**src/rtl/mem_access_ctrl.sv**
```systemverilog
// Load/store sequencer between the EX/MEM pipeline register and a single-port RAM.
// Issues one bus request per access, stalls the pipeline until ack or timeout.
module mem_access_ctrl #(
  parameter int unsigned TIMEOUT = 255
) (
  input  logic        clk,
  input  logic        rst,
  input  logic        mem_read_flag,
  input  logic        mem_write_flag,
  input  logic        mem_sign_ext_flag,
  input  logic [3:0]  mem_sel,
  input  logic [31:0] mem_addr,
  input  logic [31:0] mem_write_data,
  output logic        ram_en,
  output logic [3:0]  ram_write_en,
  output logic [31:0] ram_addr,
  output logic [31:0] ram_write_data,
  input  logic        ram_ack,
  input  logic [31:0] ram_read_data,
  output logic [31:0] read_data,
  output logic        bus_error,
  output logic        stall_request
);

  typedef enum logic [1:0] {
    IDLE = 2'b00,
    BUSY = 2'b01,
    DONE = 2'b10
  } state_t;

  localparam logic [7:0] TIMEOUT_C = 8'(TIMEOUT);

  state_t      state_q, state_d;
  logic [7:0]  wait_cnt_q, wait_cnt_d;
  logic        ram_en_q, ram_en_d;
  logic [3:0]  ram_we_q, ram_we_d;
  logic [31:0] ram_addr_q, ram_addr_d;
  logic [31:0] ram_wdata_q, ram_wdata_d;
  logic [3:0]  sel_q, sel_d;
  logic        sext_q, sext_d;
  logic        is_write_q, is_write_d;
  logic [31:0] read_data_q, read_data_d;
  logic        bus_error_q, bus_error_d;
  logic        stall_c;

  // Low address bits only matter through the byte enables.
  logic unused_addr_bits;
  assign unused_addr_bits = ^mem_addr[1:0];

  function automatic logic [31:0] extract(input logic [31:0] w,
                                          input logic [3:0]  sel,
                                          input logic        sx);
    logic [31:0] r;
    r = w;
    case (sel)
      4'b0001: r = {{24{sx & w[7]}},  w[7:0]};
      4'b0010: r = {{24{sx & w[15]}}, w[15:8]};
      4'b0100: r = {{24{sx & w[23]}}, w[23:16]};
      4'b1000: r = {{24{sx & w[31]}}, w[31:24]};
      4'b0011: r = {{16{sx & w[15]}}, w[15:0]};
      4'b1100: r = {{16{sx & w[31]}}, w[31:16]};
      default: r = w;
    endcase
    return r;
  endfunction

  always_ff @(posedge clk or negedge rst) begin
    if (!rst) begin
      state_q     <= IDLE;
      wait_cnt_q  <= '0;
      ram_en_q    <= 1'b0;
      ram_we_q    <= '0;
      ram_addr_q  <= '0;
      ram_wdata_q <= '0;
      sel_q       <= '0;
      sext_q      <= 1'b0;
      is_write_q  <= 1'b0;
      read_data_q <= '0;
      bus_error_q <= 1'b0;
    end else begin
      state_q     <= state_d;
      wait_cnt_q  <= wait_cnt_d;
      ram_en_q    <= ram_en_d;
      ram_we_q    <= ram_we_d;
      ram_addr_q  <= ram_addr_d;
      ram_wdata_q <= ram_wdata_d;
      sel_q       <= sel_d;
      sext_q      <= sext_d;
      is_write_q  <= is_write_d;
      read_data_q <= read_data_d;
      bus_error_q <= bus_error_d;
    end
  end

  always_comb begin
    state_d     = state_q;
    wait_cnt_d  = wait_cnt_q;
    ram_en_d    = ram_en_q;
    ram_we_d    = ram_we_q;
    ram_addr_d  = ram_addr_q;
    ram_wdata_d = ram_wdata_q;
    sel_d       = sel_q;
    sext_d      = sext_q;
    is_write_d  = is_write_q;
    read_data_d = read_data_q;
    bus_error_d = bus_error_q;
    stall_c     = 1'b0;

    case (state_q)
      IDLE: begin
        if (mem_read_flag || mem_write_flag) begin
          stall_c     = 1'b1;
          state_d     = BUSY;
          wait_cnt_d  = '0;
          ram_en_d    = 1'b1;
          ram_addr_d  = {mem_addr[31:2], 2'b00};
          ram_wdata_d = mem_write_data;
          ram_we_d    = mem_write_flag ? mem_sel : 4'b0000;
          sel_d       = mem_sel;
          sext_d      = mem_sign_ext_flag;
          is_write_d  = mem_write_flag;
        end
      end
      BUSY: begin
        stall_c = 1'b1;
        if (ram_ack) begin
          state_d  = DONE;
          ram_en_d = 1'b0;
          ram_we_d = 4'b0000;
          if (!is_write_q) begin
            read_data_d = extract(ram_read_data, sel_q, sext_q);
          end
        end else if (wait_cnt_q == TIMEOUT_C) begin
          state_d     = DONE;
          ram_en_d    = 1'b0;
          ram_we_d    = 4'b0000;
          read_data_d = '0;
          bus_error_d = 1'b1;
        end else begin
          wait_cnt_d = wait_cnt_q + 8'd1;
        end
      end
      // EX/MEM still holds the finished instruction here, so its flags are ignored.
      DONE: begin
        state_d     = IDLE;
        bus_error_d = 1'b0;
      end
      default: state_d = IDLE;
    endcase
  end

  assign stall_request  = rst & stall_c;
  assign ram_en         = ram_en_q;
  assign ram_write_en   = ram_we_q;
  assign ram_addr       = ram_addr_q;
  assign ram_write_data = ram_wdata_q;
  assign read_data      = read_data_q;
  assign bus_error      = bus_error_q;

endmodule

```
**config.mk**
```make
export PLATFORM = sky130hd
export DESIGN_NAME = mem_access_ctrl
export DESIGN_NICKNAME = d
export VERILOG_FILES = /design/src/rtl/mem_access_ctrl.sv
export SDC_FILE = /design/constraint.sdc
export NUM_CORES = 1
export LEC_CHECK = 0
export CORE_MARGIN = 1
export CORE_UTILIZATION = 30
export CTS_CLUSTER_SIZE = 10
export DETAILED_ROUTE_END_ITERATION = 10
export HOLD_SLACK_MARGIN = 0.1
export PLACE_DENSITY = 0.7
export SYNTH_ARGS = -nofsm -noshare
export SYNTH_HDL_FRONTEND = slang
export SYNTH_SLANG_ARGS = --single-unit
export TNS_END_PERCENT = 10
```
**constraint.sdc**
```tcl
create_clock -name clk -period 1.6 [get_ports clk]
set_input_delay 0.32 -clock clk [delete_from_list [all_inputs] [get_ports clk]]
set_output_delay 0.32 -clock clk [all_outputs]
set_load 0.005 [all_outputs]
```
==> flow_summary.toml <==
[cells_and_area]
syn2layout_area_growth_pct = 76.22
final_common_cell = "dfrtp_1"
instances_no_fill = 926
layout-drive-gt1-share_pct = 32.91
fillCellCount = 1397
register_area_mm2 = 0.002905
multi_input_area_mm2 = 0.002471
layout_common_cells = "dfrtp_1 (114), clkdlybuf4s50_1 (101), dlygate4sd2_1 (86)"
post-route-util_pct = 54.58
fin_nets = 799

[clock_network]
cts_tree = "done"
cts_buffer_depth = 2
clock-sinks = 116
cts_buffers = 17
clock_latency_ns = 0.42
h-tree-depth = 4
clkTransAtPathRegs_ns = 0.06
root_buffer = "clkbuf_16"

[floorplan]
die_x_um = 133.3
core_area_mm2 = 0.01670
dieHeight_um = 133.3
io_pins = 209
initial_core_util_pct = 30.97
dieArea_mm2 = 0.01777
fp-row-count = 47

[setup_path]
cpLargestDelayFamily = "flip-flops"
cp-start-kind = "register"
crit_path_frequent_cell = "buf_6"
critPathArrivalTime_ns = 2.06
cp_slowest_cell = "dfrtp_2"
crit_path_end_kind = "register"
max_stage_delay_ns = 0.45
path_max_fanout = 7
cp.required_ns = 1.92
crit_chain = "buf_6 -> nor4b_4 -> nand2_2 -> a31oi_4 -> buf_6 -> a221oi_2 -> o21ai_1"
crit_buf_inv = 2
crit_type = "reg2reg"

[sta]
hold_viol = 0
rsz0062_at_grt = "true"
setup_viol = 102
fmax_ghz = 0.5770
fin_hold_ws_ns = 0.3817
slew_viol_final = 0
fin_ws_ns = -0.1332
skew_ns = 0.007190
period_share_pct = 108.3
tightestPinTransition_ns = 0.7142
finalCriticalPeriod_ns = 1.733
relSlewSlack_pct = 52.39

[placed_design]
dp_cells = 867
hpwl_um = 10910
gp_congestion = 0.8771
pre_cts_ws_ns = -0.6245
io_buffers = 204

[route]
routedWlPerCell_um = 18.57
drt-total-wl_um = 17190
viasPerCell = 4.970
first_pass_iters = 5
vias = 4602
first_iter_violations = 236
drc_errors = 0
detail-route-antenna-nets = 0

[synth]
async_reset_ff_share_pct = 100.0
syn_inst = 417
synth.largest_area_cell = "dfrtp_1"
ys_warn_count = 0
syn_avg_cell_area_um2 = 12.40
yosysUniqueCellTypes = 50
netlist_area_mm2 = 0.005172
yosys-top-cells-area = "dfrtp_1 (56%), mux2_2 (15%), a22o_1 (4.1%), nand2_1 (2.9%), o21ai_0 (2.5%)"
synthSimpleGateAreaFrac_pct = 8.926
yosys.area.top_type_share_pct = 56.12
ys.flop_type = "dfrtp_1"
synthAdderAreaFrac_pct = 0.2419
synth.ff_latch_count = 116
synthMuxAreaShare_pct = 14.59
seq_area_frac_synth_pct = 56.12
synth_edf_count = 0
synth_xor_area_share_pct = 0.4838
synth-compound-area-share_pct = 15.87
synth_top_family_by_area = "compound AO/OA/AOI/OAI gates"

[pwr]
cellLeakagePower_nw = 4.305
vdd_drop_max_mv = 0.9254
p_per_area_mw_per_mm2 = 1842
power_w = 0.01679

[global_routing]
grt_pass1_wl_um = 26130
antenna_found_initial = 1
grt_usage_pct = 19.22
grt_max_degree = 117
overflow = 0
grt_pass1_vias = 4894

[job]
maxCapViolCount = 0

[outcome]
violations = "negative setup slack"
status = "finished, violations left"

[hold_path]
min-delay-path-class = "in2reg"
-- through the flow --
stage	TNS (ns)	cell area, um^2
2_1_floorplan	-0.005390	5187
6_report	-6.933	9115
3_3_place_gp	-32.54	7770
5_1_grt	-13.07	9115
4_1_cts	-6.526	8841
3_5_place_dp	-34.52	7770
-- what timing repair did --
action | 4_1_cts | 5_1_grt
setup buffers | 13 | 5
endpoints found under the setup margin | 198 | 127
hold buffers | 1 | 0
cloned | 6 | 2
pin swaps | 19 | 12
resized for setup | 184 | 59
hold endpoints to repair | 116 | 0
-- power breakdown --
part / internal [W] / total, W / switching, W
clock network: 0.00241 / 0.00382 / 0.00140
registers: 0.00427 / 0.00512 / 0.000851
logic: 0.00460 / 0.00785 / 0.00326
total: 0.0113 / 0.0168 / 0.00551
-- flip-flops by register name (all words and copies together), names as in the netlist --
name and count:
bus_error 1, sel_q 4, ram_write_en 4, ram_en 1, read_data 32, sext_q 1
ram_addr 30, is_write_q 1, wait_cnt_q 8, ram_write_data 32, state_q 2
-- final timing paths --
check | from | to | slack [ns] | depth (start not counted)
hold / removal | ram_ack | wait_cnt_q[6] | 0.38 | 2
max in group asynchronous | rst | read_data[14] | 0.48 | 3
setup reg to reg | sel_q[1] | read_data[12] | -0.13 | 7
hold reg to reg | read_data[18] | read_data[18] | 0.47 | 2
min in group asynchronous | rst | bus_error | 0.53 | 3
setup / recovery | sel_q[1] | read_data[12] | -0.13 | 7
-- logic make-up (layout without fill, tap and decap cells) --
logic type,count (synthesis),in the layout
AOI/OAI and AO/OA,111,112
xor gates and xnor gates,2,2
adders and majority gates,1,1
buffers and inverters,33,319
DFF,116,116
muxes,67,67
other,1,3
and+or+nand+nor,86,86
-- layout make-up --
| class | count | area share [%] |
|---|---|---|
| flip-flops and latches | 116 | 31.87 |
| clock inverters | 11 | 1.400 |
| well taps | 220 | 3.020 |
| diodes | 1 | 0.02745 |
| inverters | 5 | 0.2059 |
| multi-input cells | 270 | 27.11 |
| repair buffers | 282 | 31.20 |
| clock buffers | 21 | 5.161 |
-- cells in the mapped netlist, types with 2 or more instances --
cell type and number:
nand3_1 5, and2_1 3, clkbuf_1 6, nor2b_1 2, o21ai_0 26, nor2_1 12
o21ai_2 11, buf_6 4, a22o_1 24, a21oi_1 20, a221oi_1 7, buf_4 6
a21o_1 3, nand3b_1 2, buf_2 12, nor4_1 2, inv_1 5, nor2_4 3
mux2_2 67, nand2_1 40, a31oi_1 2, and2_2 2, o41ai_1 2, and3b_1 2
and3_1 3, dfrtp_1 116, a221o_1 7
-- per-layer routing --
layer	up-vias	track usage, %	wire length, um
met4	0	7.576	332
met2	206	32.61	8643
li1	2067	-	-
met1	2303	21.79	6799
met5	-	0	0
met3	26	7.230	1418
Note: power is estimated with default switching activity, not from simulation.
